## src/rtl/alu_pkg.sv

```systemverilog
// Shared ALU definitions: result width, result record layout, stat width.
// Used by the ALU test controller and the result collector.
package alu_pkg;

  localparam int ALU_W  = 7;
  localparam int STAT_W = 8;

  typedef struct packed {
    logic             cf;
    logic             gz;
    logic [ALU_W-1:0] res;
  } alu_rec_t;

  function automatic alu_rec_t mk_rec(
    input logic             cf,
    input logic             gz,
    input logic [ALU_W-1:0] res
  );
    alu_rec_t r;
    r.cf  = cf;
    r.gz  = gz;
    r.res = res;
    return r;
  endfunction

endpackage

```

## src/rtl/result_fifo.sv

```systemverilog
// First-word-fall-through FIFO: memory, read/write pointers, level.
// Ports: push_i/wdata_i write side, pop_i/rdata_o/valid_o read side, level_o.
module result_fifo #(
  parameter  int W     = 9,
  parameter  int DEPTH = 4,
  localparam int LW    = $clog2(DEPTH) + 1
) (
  input  logic          clk,
  input  logic          rst_n,
  input  logic          push_i,
  input  logic [W-1:0]  wdata_i,
  input  logic          pop_i,
  output logic [W-1:0]  rdata_o,
  output logic          valid_o,
  output logic [LW-1:0] level_o
);

  localparam int PW = $clog2(DEPTH);
  localparam logic [LW-1:0] FULL_L = LW'(DEPTH);

  logic [W-1:0]  mem_q [DEPTH];
  logic [PW-1:0] wptr_q;
  logic [PW-1:0] rptr_q;
  logic [LW-1:0] level_q;
  logic [LW-1:0] level_d;
  logic          pop_ok;
  logic          push_ok;

  // Self-protecting: pop needs data, push needs room or a same-cycle pop.
  assign pop_ok  = pop_i && (level_q != '0);
  assign push_ok = push_i && ((level_q < FULL_L) || pop_ok);

  always_comb begin
    level_d = level_q;
    unique case ({push_ok, pop_ok})
      2'b10:   level_d = level_q + LW'(1);
      2'b01:   level_d = level_q - LW'(1);
      default: level_d = level_q;
    endcase
  end

  always_ff @(posedge clk) begin
    if (push_ok) mem_q[wptr_q] <= wdata_i;
  end

  always_ff @(posedge clk or negedge rst_n) begin
    if (!rst_n) begin
      wptr_q  <= '0;
      rptr_q  <= '0;
      level_q <= '0;
    end else begin
      if (push_ok) wptr_q <= wptr_q + PW'(1);
      if (pop_ok)  rptr_q <= rptr_q + PW'(1);
      level_q <= level_d;
    end
  end

  assign rdata_o = mem_q[rptr_q];
  assign valid_o = (level_q != '0);
  assign level_o = level_q;

endmodule

```

## src/rtl/alu_result_collector.sv

```systemverilog
// Captures ALU results {cf,gz,res} into a FWFT FIFO, ready/valid output,
// plus sticky overflow and running stats (count, carries, max, sum).
module alu_result_collector
  import alu_pkg::*;
#(
  parameter  int DATA_W = ALU_W,
  parameter  int DEPTH  = 4,
  localparam int LW     = $clog2(DEPTH) + 1
) (
  input  logic              clk,
  input  logic              rst_n,
  input  logic              in_valid,
  input  logic [DATA_W-1:0] in_res,
  input  logic              in_gz,
  input  logic              in_cf,
  input  logic              out_ready,
  output logic              out_valid,
  output logic [DATA_W+1:0] out_data,
  output logic [LW-1:0]     level,
  output logic              overflow,
  output logic [STAT_W-1:0] res_count,
  output logic [STAT_W-1:0] carry_count,
  output logic [DATA_W-1:0] res_max,
  output logic [DATA_W+2:0] res_sum
);

  localparam int SW = DATA_W + 3;
  localparam logic [LW-1:0] FULL_L = LW'(DEPTH);

  logic              pop;
  logic              push;
  logic              drop;
  logic [LW-1:0]     lvl;
  logic              ovf_q,  ovf_d;
  logic [STAT_W-1:0] cnt_q,  cnt_d;
  logic [STAT_W-1:0] cc_q,   cc_d;
  logic [DATA_W-1:0] max_q,  max_d;
  logic [SW-1:0]     sum_q,  sum_d;

  assign pop  = out_valid && out_ready;
  assign push = in_valid && ((lvl < FULL_L) || pop);
  assign drop = in_valid && !push;

  result_fifo #(
    .W     (DATA_W + 2),
    .DEPTH (DEPTH)
  ) u_fifo (
    .clk     (clk),
    .rst_n   (rst_n),
    .push_i  (push),
    .wdata_i ({in_cf, in_gz, in_res}),
    .pop_i   (pop),
    .rdata_o (out_data),
    .valid_o (out_valid),
    .level_o (lvl)
  );

  always_comb begin
    ovf_d = ovf_q | drop;
    cnt_d = cnt_q;
    cc_d  = cc_q;
    max_d = max_q;
    sum_d = sum_q;
    if (push) begin
      if (cnt_q != '1)         cnt_d = cnt_q + STAT_W'(1);
      if (in_cf && cc_q != '1) cc_d  = cc_q + STAT_W'(1);
      if (in_res > max_q)      max_d = in_res;
      sum_d = sum_q + SW'(in_res);
    end
  end

  always_ff @(posedge clk or negedge rst_n) begin
    if (!rst_n) begin
      ovf_q <= 1'b0;
      cnt_q <= '0;
      cc_q  <= '0;
      max_q <= '0;
      sum_q <= '0;
    end else begin
      ovf_q <= ovf_d;
      cnt_q <= cnt_d;
      cc_q  <= cc_d;
      max_q <= max_d;
      sum_q <= sum_d;
    end
  end

  assign level       = lvl;
  assign overflow    = ovf_q;
  assign res_count   = cnt_q;
  assign carry_count = cc_q;
  assign res_max     = max_q;
  assign res_sum     = sum_q;

endmodule

```

## config.mk

```make
export PLATFORM = sky130hd
export DESIGN_NAME = alu_result_collector
export DESIGN_NICKNAME = d
export VERILOG_FILES = /design/src/rtl/alu_pkg.sv /design/src/rtl/result_fifo.sv /design/src/rtl/alu_result_collector.sv
export SDC_FILE = /design/constraint.sdc
export NUM_CORES = 1
export LEC_CHECK = 0
export CORE_MARGIN = 2
export CORE_UTILIZATION = 48
export DETAILED_ROUTE_END_ITERATION = 7
export GPL_ROUTABILITY_DRIVEN = 0
export HOLD_SLACK_MARGIN = 0.03
export PLACE_DENSITY_LB_ADDON = 0.15
export SLEW_MARGIN = 15
export SYNTH_ARGS = -nofsm -noshare
export SYNTH_HDL_FRONTEND = slang
export SYNTH_SLANG_ARGS = --single-unit
```

## constraint.sdc

```tcl
create_clock -name clk -period 2 [get_ports clk]
set_clock_uncertainty 0.05 [all_clocks]
set_input_delay 0.4 -clock clk [delete_from_list [all_inputs] [get_ports clk]]
set_output_delay 0.4 -clock clk [all_outputs]
set_load 0.01 [all_outputs]
```

==> flow_summary.toml, run 1 <==
[die]
core_area_um2 = 7210
rows = 31
io_pins = 60
die-area_um2 = 8130
dieWidth_um = 90.2
die_y_um = 90.2
start_util_pct = 49.4

[yosys]
ys_warn_count = 0
ys_seq_area_share_pct = 59.1
ys_ff_latch = 77
synth_cells = 262
yosysUniqueCellTypes = 40
synth_fp_nets = 298
netlist_area_um2 = 3570
syn_area_per_cell_um2 = 13.6

[clocking]
clkSinkCount = 77
cts_tree = "done"
cts_root_buf = "clkbuf_8"
cts_buffers = 9
htreeDepth = 3
clk_path_buf_depth = 2
cts.clk_slew.worst_paths_ns = 0.08
clk_latency_ns = 0.34

[finish]
area_delta_synth_final_pct = 39.4
antenna_cells = 0
fin_cells = 481
ff_latch_area_um2 = 2110
final_area_um2 = 4970
layout-drive-gt1-share_pct = 27.7
multi_input_area_um2 = 1450
nFillCells = 540
nNetsFinal = 413

[power]
power_frac_seq_pct = 35.7
p_sw_w = 0.00245
p_clk_share_pct = 16.2
swShare_pct = 33.7
p_int_w = 0.00481
ir_drop_mv = 0.765
combPwrFrac_pct = 48.0
p_leak_nw = 2.10
power_density_nw_per_um2 = 1460

[placed_design]
port_buffers = 59
dp_cells = 455
post_dp_cell_area_um2 = 4630
hpwlAfterDp_mm = 5.05

[worst_setup_path]
crit_start = "res_sum[0]$_DFFE_PN0P_"
start_kind = "flip-flop"
critPathArrivalTime_ns = 2.26
path_class = "reg2reg"
r2r-start = "res_sum[0]$_DFFE_PN0P_"
cp-end-kind = "flip-flop"
critPathMaxFanout = 2
critPathRequiredTime_ns = 2.23

[status]
outcome = "finished, violations left"
violations = "negative setup slack"

[detailed_routing]
drt_iter0_markers = 98
route.detailed.drc = 0
wire_per_inst_um = 15.2
ant_nets = 0
drt_pre_antenna_iters = 4
vias = 2408
routed_wl_mm = 7.33
viasPerCell = 5.01

[timing]
setup_slack_ns = -0.0328
clock.fmax_mhz = 492
rsz0062_at_grt = "true"
post-route-min-period_ns = 2.03
setup_viol = 1
hold_slack_ns = 0.378
maxSlewViolCount = 0
slew_headroom_pct = 69.0
final_hold_viol_count = 0
fin_crit_sh_pct = 102
worst_slew_pin_slew_ns = 0.465

[global_route]
grt_pass1_wl_mm = 12.2
antenna_found_initial = 0
grtUsageTotal_pct = 19.2
grt_overflow = 0
grt_pass1_vias = 2448
grt_max_degree = 22

[run]
max-cap-violations = 0

[hold_path]
min_from = "in_res[5]"
hold_path_class = "in2reg"
## worst max-delay path: stages (launching register included)
cell	delay (ns)
dfrtp_1	0.41
ha_4	0.17
inv_2	0.05
fa_2	0.23
nor2b_4	0.04
o31a_1	0.24
o21a_1	0.22
or4b_1	0.47
nand3_1	0.09
## cell type report
class	count	share of cell area (%)
multi-input combinational	163	29.1
timing repair buffer	108	20.5
clock inverter	6	1.26
clock buffer	10	2.77
inverter	18	1.41
tap	99	2.49
sequential	77	42.4
## through the flow
| step | TNS, ns | util (%) | total power, W | worst slack, ns |
|---|---|---|---|---|
| after floorplan | -0.0647 | - | 0.00424 | -0.0326 |
| final | -0.0328 | 68.9 | 0.00726 | -0.0328 |
| after global placement | -5.05 | 64.2 | 0.00583 | -0.470 |
| after global routing | -0.627 | 68.9 | 0.00778 | -0.112 |
| after CTS | -0.443 | 68.4 | 0.00728 | -0.0598 |
| after detailed placement | -5.52 | 64.2 | 0.00589 | -0.529 |
## cell usage in the layout (no fill, tap or decap), types with 5 or more instances in the layout
cell | synthesis | routed
ha_1 | 21 | 17
nand3_1 | 9 | 9
nor2_1 | 13 | 13
edfxtp_1 | 36 | 36
nand4_1 | 7 | 7
inv_1 | 18 | 15
buf_6 | 0 | 12
xor2_1 | 15 | 15
dlygate4sd2_1 | 0 | 6
buf_4 | 0 | 40
clkdlybuf4s50_1 | 0 | 42
dfrtp_1 | 41 | 41
and3_1 | 5 | 5
mux4_2 | 9 | 9
nand2_1 | 17 | 17
o21ai_0 | 9 | 9
xnor2_1 | 10 | 10
mux2_2 | 8 | 8
clkbuf_8 | 0 | 10
a21oi_1 | 6 | 6
## flip-flops by register name, indices dropped and copies added, names as in the netlist
name            cells
u_fifo.mem_q       36
u_fifo.wptr_q       2
res_sum            10
u_fifo.level_o      3
u_fifo.rptr_q       2
overflow            1
carry_count         8
res_max             7
res_count           8
## Yosys cell counts
cell,number,area [µm²]
and2_4,1,8.76
nand4_1,7,43.8
o211a_1,1,10.0
mux2i_1,1,10.0
a21o_1,2,15.0
xnor2_1,10,87.6
and2_1,1,6.26
and3_1,5,31.3
nor3_1,2,10.0
a2111oi_0,1,8.76
nor3b_1,4,30.0
o21bai_1,2,15.0
nor2_1,13,48.8
o2111ai_1,1,8.76
o21a_1,3,22.5
o31a_1,1,8.76
nand3_1,9,45.0
nor2b_1,1,6.26
o21ai_2,1,8.76
o31ai_1,1,7.51
or3_1,1,6.26
mux2_2,8,90.1
nand3b_1,1,7.51
or4b_1,1,10.0
a21oi_1,6,30.0
nor2b_4,1,13.8
xor2_1,15,131
nand2b_1,1,6.26
a211oi_1,2,15.0
inv_1,18,67.6
dfrtp_1,41,1030
fa_1,2,40.0
nand2_1,17,63.8
mux4_2,9,203
clkbuf_1,1,3.75
o211ai_1,2,15.0
ha_1,21,263
buf_2,3,15.0
o21ai_0,9,45.0
edfxtp_1,36,1080
## timing repair
action,4_1_cts,5_1_grt
hold endpoints to repair,19,0
hold buffers,1,0
gates cloned,1,0
pin swaps,6,6
gates resized for setup,52,12
setup endpoints to repair,18,20
buffers inserted,7,3
## logic make-up after synthesis
| kind of cell | after synthesis | share of synthesized area [%] |
|---|---|---|
| AND/OR/NAND/NOR | 65 | 9.47 |
| flip-flops | 77 | 59.1 |
| adder cells (fa/ha/maj) | 23 | 8.49 |
| buffers and inverters | 22 | 2.42 |
| multiplexers | 18 | 8.49 |
| XOR/XNOR | 25 | 6.14 |
| AO/OA/AOI/OAI | 32 | 5.89 |
## per-layer routing
layer | vias up | GRT usage (%) | wire [µm]
met4 | 0 | 7.44 | 121
met5 | - | 0 | 0
li1 | 1175 | - | -
met1 | 1189 | 25.8 | 3450
met3 | 10 | 3.52 | 184
met2 | 34 | 31.3 | 3580
## power by group through the flow
stage	clock network, W	registers (W)	logic, W
2_1_floorplan	0	0.00265	0.00158
3_3_place_gp	0	0.00259	0.00324
3_5_place_dp	0	0.00261	0.00329
4_1_cts	0.00120	0.00258	0.00349
5_1_grt	0.00127	0.00267	0.00384
6_report	0.00118	0.00259	0.00349
## worst paths after layout
kind	end	slack, ns	depth (start not counted)
hold / removal	u_fifo.mem_q[0][5]$_DFFE_PP_	0.38	1
max in group asynchronous	u_fifo.level_o[0]$_DFFE_PN0P_	0.85	3
min in group asynchronous	res_count[4]$_DFFE_PN0P_	0.49	2
hold reg to reg	res_sum[9]$_DFFE_PN0P_	0.43	1
setup / recovery	res_sum[8]$_DFFE_PN0P_	-0.03	8
setup reg to reg	res_sum[8]$_DFFE_PN0P_	-0.03	8
Note: power is estimated with default switching activity, not from simulation.
==> inputs of run 2 (changes only) <==
--- a/config.mk
+++ b/config.mk
@@ -10,7 +10,7 @@
 export DETAILED_ROUTE_END_ITERATION = 7
 export GPL_ROUTABILITY_DRIVEN = 0
 export HOLD_SLACK_MARGIN = 0.03
-export PLACE_DENSITY_LB_ADDON = 0.15
+export PLACE_DENSITY_LB_ADDON = 0.08
 export SLEW_MARGIN = 15
 export SYNTH_ARGS = -nofsm -noshare
 export SYNTH_HDL_FRONTEND = slang
==> constraint.sdc (replaced) <==
create_clock -name clk -period 1.64 [get_ports clk]
set_clock_uncertainty 0.05 [all_clocks]
set_input_delay 0.328 -clock clk [delete_from_list [all_inputs] [get_ports clk]]
set_output_delay 0.328 -clock clk [all_outputs]
set_load 0.01 [all_outputs]
==> flow_summary.toml, run 2 (synthesis gave the netlist of run 1 again) <==
[power]
p_int_w = 0.00647
combPwrFrac_pct = 52.8
p_leak_nw = 2.45
swShare_pct = 34.0
power_density_nw_per_um2 = 1820
p_clk_share_pct = 15.9
p_sw_w = 0.00333
ir_drop_mv = 0.969
power_frac_seq_pct = 31.3

[timing]
maxSlewViolCount = 0
setup_viol = 24
slew_headroom_pct = 68.2
clock.fmax_mhz = 494
rsz0062_at_grt = "true"
hold_slack_ns = 0.306
worst_slew_pin_slew_ns = 0.477
fin_crit_sh_pct = 123
final_hold_viol_count = 0
setup_slack_ns = -0.383
post-route-min-period_ns = 2.02

[worst_setup_path]
crit_start = "res_sum[0]$_DFFE_PN0P_"
r2r-start = "res_sum[0]$_DFFE_PN0P_"
cp-end-kind = "flip-flop"
critPathRequiredTime_ns = 1.87
path_class = "reg2reg"
critPathMaxFanout = 3
critPathArrivalTime_ns = 2.25
start_kind = "flip-flop"

[die]
die-area_um2 = 8130
dieWidth_um = 90.2
rows = 31
core_area_um2 = 7210
io_pins = 60
start_util_pct = 49.4
die_y_um = 90.2

[clocking]
cts_tree = "done"
clk_latency_ns = 0.34
clk_path_buf_depth = 2
htreeDepth = 3
cts_root_buf = "clkbuf_8"
cts.clk_slew.worst_paths_ns = 0.08
cts_buffers = 9
clkSinkCount = 77

[detailed_routing]
route.detailed.drc = 0
drt_iter0_markers = 115
drt_pre_antenna_iters = 4
vias = 2615
wire_per_inst_um = 16.2
ant_nets = 0
viasPerCell = 5.05
routed_wl_mm = 8.40

[global_route]
use_met3_pct = 4.69
grt_pass1_vias = 2709
grt_overflow = 0
grt.busiest_layer = "met2"
antenna_found_initial = 0
grtUsageMet2_pct = 37.0
grt_max_degree = 22
grt_pass1_wl_mm = 13.7
grtUsageTotal_pct = 21.8
met1_usage_pct = 28.5

[finish]
largest-register = "u_fifo.mem_q"
layout_commonest_cell = "buf_4"
nNetsFinal = 450
area_delta_synth_final_pct = 50.8
nFillCells = 501
layout-drive-gt1-share_pct = 39.6
largest_reg_flops = 36
layout_common_cells = "68 x buf_4, 38 x dfrtp_1, 36 x edfxtp_1"
antenna_cells = 0

[placed_design]
hpwlAfterDp_mm = 5.47
dp_slack_ns = -0.878
port_buffers = 59

[hold_path]
hold_path_class = "in2reg"
min_from = "in_res[1]"

[run]
max-cap-violations = 0

[status]
outcome = "finished, violations left"
violations = "negative setup slack"
-- run 2: changes by cell type in the layout (fill, tap and decap cells not counted), sizes merged, moves of 2 or more --
cell and delta:
dlymetal6s2s +2, buf +39, clkdlybuf4s50 -37, dlygate4sd2 +29, clkinvlp -2, clkbuf +4
-- run 2: critical path, cell delays in order, from the launching register on --
cell and delay [ns]:
dfrtp_1 0.39, ha_2 0.20, inv_2 0.05, fa_2 0.23
nor2b_4 0.05, o31a_1 0.25, o21a_1 0.20, or4b_1 0.46
nand3_1 0.08
-- run 2: worst paths after layout --
kind | cells past startpoint | end | slack, ns
max reg2reg | 8 | res_sum[8]$_DFFE_PN0P_ | -0.38
min in group asynchronous | 2 | res_count[0]$_DFFE_PN0P_ | 0.42
min | 1 | u_fifo.mem_q[2][1]$_DFFE_PP_ | 0.31
max | 8 | res_sum[8]$_DFFE_PN0P_ | -0.38
max in group asynchronous | 3 | u_fifo.level_o[2]$_DFFE_PN0P_ | 0.56
min reg2reg | 1 | res_sum[9]$_DFFE_PN0P_ | 0.42
-- run 2: layout make-up --
cell class / instances / area (µm²) / share of cell area (%)
sequential: 77 / 2110 / 39.2
multi-input combinational: 163 / 1570 / 29.2
timing repair buffer: 145 / 1290 / 23.9
clock buffer: 10 / 128 / 2.37
tap: 99 / 124 / 2.30
clock inverter: 6 / 87.6 / 1.63
inverter: 18 / 70.1 / 1.30
-- run 2: repair_timing --
action | 4_1_cts | 5_1_grt
hold endpoints to repair | 19 | 0
pin swaps | 22 | 15
resized for setup | 118 | 27
cloned | 1 | 0
hold buffers | 1 | 0
setup buffers | 16 | 6
setup endpoints to repair | 65 | 34
-- run 2: routing by layer --
metal | wire (µm) | share of wire [%] | vias up
li1 | - | - | 1254
met1 | 3710 | 44 | 1287
met2 | 4320 | 51 | 67
met3 | 286 | 3.4 | 7
met4 | 76 | 0.91 | 0
met5 | 0 | 0 | -
-- run 2: per-stage QoR --
step           cell area [µm²]  util (%)  setup TNS (ns)  power, W  instances
2_1_floorplan             3640         -           -2.76   0.00528        262
3_3_place_gp              4880      67.7          -27.85   0.00769        482
3_5_place_dp              4880      67.7          -28.52   0.00778        482
4_1_cts                   5310      73.6           -5.76   0.00967        515
5_1_grt                   5380      74.6           -7.86    0.0104        518
6_report                  5380      74.6           -5.91   0.00981        518
-- run 2: power by group through the flow --
stage | sequential, W | combinational, W | clock (W)
5_1_grt | 0.00313 | 0.00563 | 0.00167
6_report | 0.00307 | 0.00518 | 0.00156
4_1_cts | 0.00305 | 0.00503 | 0.00160
3_5_place_dp | 0.00309 | 0.00470 | 0
3_3_place_gp | 0.00307 | 0.00462 | 0
2_1_floorplan | 0.00324 | 0.00204 | 0
==> inputs of run 3 (changes only) <==
--- a/config.mk
+++ b/config.mk
@@ -6,9 +6,10 @@
 export NUM_CORES = 1
 export LEC_CHECK = 0
 export CORE_MARGIN = 2
-export CORE_UTILIZATION = 48
+export CORE_UTILIZATION = 45
 export DETAILED_ROUTE_END_ITERATION = 7
 export GPL_ROUTABILITY_DRIVEN = 0
+export GPL_TIMING_DRIVEN = 1
 export HOLD_SLACK_MARGIN = 0.03
 export PLACE_DENSITY_LB_ADDON = 0.08
 export SLEW_MARGIN = 15
==> flow_summary.toml, run 3 (synthesis gave the netlist of run 1 again) <==
[run]
max-cap-violations = 0

[clocking]
clkSinkCount = 77
cts.clk_slew.worst_paths_ns = 0.08
cts_tree = "done"
cts_root_buf = "clkbuf_8"
cts_buffers = 9
clk_path_buf_depth = 2
htreeDepth = 3
clk_latency_ns = 0.34

[worst_setup_path]
critPathRequiredTime_ns = 1.87
cp-end-kind = "flip-flop"
reg2reg_depth = 8
critical_path.slowest_cell = "or4b_1"
r2r-start = "res_sum[0]$_DFFE_PN0P_"
reg2reg_slack_ns = -0.38
path_class = "reg2reg"
path_cells = "ha_2 -> inv_2 -> fa_2 -> nor2b_4 -> o31a_1 -> o21a_1 -> or4b_1 -> nand3_1"
start_kind = "flip-flop"
slowest_delay_ns = 0.46
endpoint = "res_sum[8]$_DFFE_PN0P_"
critPathMaxFanout = 4
rr_endpoint = "res_sum[8]$_DFFE_PN0P_"
critPathArrivalTime_ns = 2.25
crit_start = "res_sum[0]$_DFFE_PN0P_"

[detailed_routing]
wire_per_inst_um = 15.0
drt_pre_antenna_iters = 4
vias = 2526
route.detailed.drc = 0
ant_nets = 0
routed_wl_mm = 7.83
viasPerCell = 4.83
drt_iter0_markers = 49

[timing]
slew_headroom_pct = 68.5
clock.fmax_mhz = 494
rsz0062_at_grt = "true"
setup_viol = 24
fin_crit_sh_pct = 123
setup_slack_ns = -0.385
maxSlewViolCount = 0
final_hold_viol_count = 0
setup_tns_ns = -5.28
worst_slew_pin_slew_ns = 0.473
post-route-min-period_ns = 2.02

[finish]
largest_reg_flops = 36
final_area_um2 = 5350
nFillCells = 587
antenna_cells = 0
layout_common_cells = "75 x buf_4, 40 x dlygate4sd2_1, 38 x dfrtp_1"
multi_input_area_um2 = 1540
area_delta_synth_final_pct = 49.9
layout_commonest_cell = "buf_4"
nNetsFinal = 452
layout-drive-gt1-share_pct = 39.4
largest-register = "u_fifo.mem_q"
ff_latch_area_um2 = 2110

[die]
io_pins = 60
die_y_um = 93.0
dieWidth_um = 93.0
core_area_um2 = 7690
rows = 32
die-area_um2 = 8650
start_util_pct = 46.4

[placed_design]
port_buffers = 59
post_dp_cell_area_um2 = 4910
hpwlAfterDp_mm = 5.49
dp_slack_ns = -0.868

[global_route]
grt_pass1_wl_mm = 12.6
antenna_found_initial = 0
grt_max_degree = 22
grtUsageTotal_pct = 19.4
grt_overflow = 0
grt_pass1_vias = 2527

[power]
p_sw_w = 0.00320
p_leak_nw = 2.43
power_density_nw_per_um2 = 1800
p_clk_share_pct = 16.5
ir_drop_mv = 0.807
p_int_w = 0.00641
power_frac_seq_pct = 31.3
combPwrFrac_pct = 52.2
power_w = 0.00961
swShare_pct = 33.3

[hold_path]
hold_path_class = "in2async"

[status]
outcome = "finished, violations left"
violations = "negative setup slack"
## run 3: per-layer routing
| layer | routed length [µm] | up-vias | GRT usage [%] |
|---|---|---|---|
| li1 | - | 1254 | - |
| met3 | 390 | 6 | 4.92 |
| met5 | 0 | - | 0 |
| met1 | 3510 | 1215 | 26.4 |
| met4 | 65 | 0 | 5.15 |
| met2 | 3870 | 51 | 31.3 |
## run 3: how the worst min path moves through the flow
stage / to / slack [ns] / cells past startpoint
floorplan: carry_count[0]$_DFFE_PN0P_ / -0.02 / 0
global placement: res_count[0]$_DFFE_PN0P_ / 0.27 / 1
detailed placement: res_count[0]$_DFFE_PN0P_ / 0.26 / 1
CTS: u_fifo.mem_q[1][1]$_DFFE_PP_ / 0.40 / 1
global route: u_fifo.mem_q[2][1]$_DFFE_PP_ / 0.41 / 1
finish: res_count[0]$_DFFE_PN0P_ / 0.42 / 2
## run 3: what timing repair did
| action | in CTS | in global routing |
|---|---|---|
| pin swaps | 21 | 7 |
| buffers inserted | 13 | 4 |
| resized for setup | 113 | 14 |
| endpoints found under the hold margin | 19 | 0 |
| hold buffers | 1 | 0 |
| setup endpoints to repair | 66 | 29 |
## run 3: power by group through the flow
stage	Clock [W]	Sequential (W)	Combinational, W
4_1_cts	0.00162	0.00301	0.00485
2_1_floorplan	0	0.00324	0.00204
5_1_grt	0.00171	0.00308	0.00547
6_report	0.00158	0.00301	0.00502
3_5_place_dp	0	0.00304	0.00478
3_3_place_gp	0	0.00302	0.00471
## run 3: final cells by class
type	count	share of cell area [%]
Sequential cell	77	39.5
Multi-Input combinational cell	163	28.9
Timing Repair Buffer	147	23.7
Clock buffer	10	2.57
Tap cell	102	2.39
Clock inverter	6	1.62
Inverter	18	1.36
## run 3: metrics by stage
stage	hold slack [ns]	cells	util, %
after detailed placement	0.257	489	63.9
final	0.418	523	69.5
after global placement	0.267	489	63.9
after global routing	0.413	523	69.5
after floorplan	-0.0176	262	-
after CTS	0.400	519	68.5
## run 3: worst max-delay path: cells and delay by family, from the launching register on
family | cells | cell delay, ns
buf+inv | 1 | 0.06
compound gates | 2 | 0.46
fa+ha+maj | 2 | 0.42
simple gates | 3 | 0.58
flops | 1 | 0.40
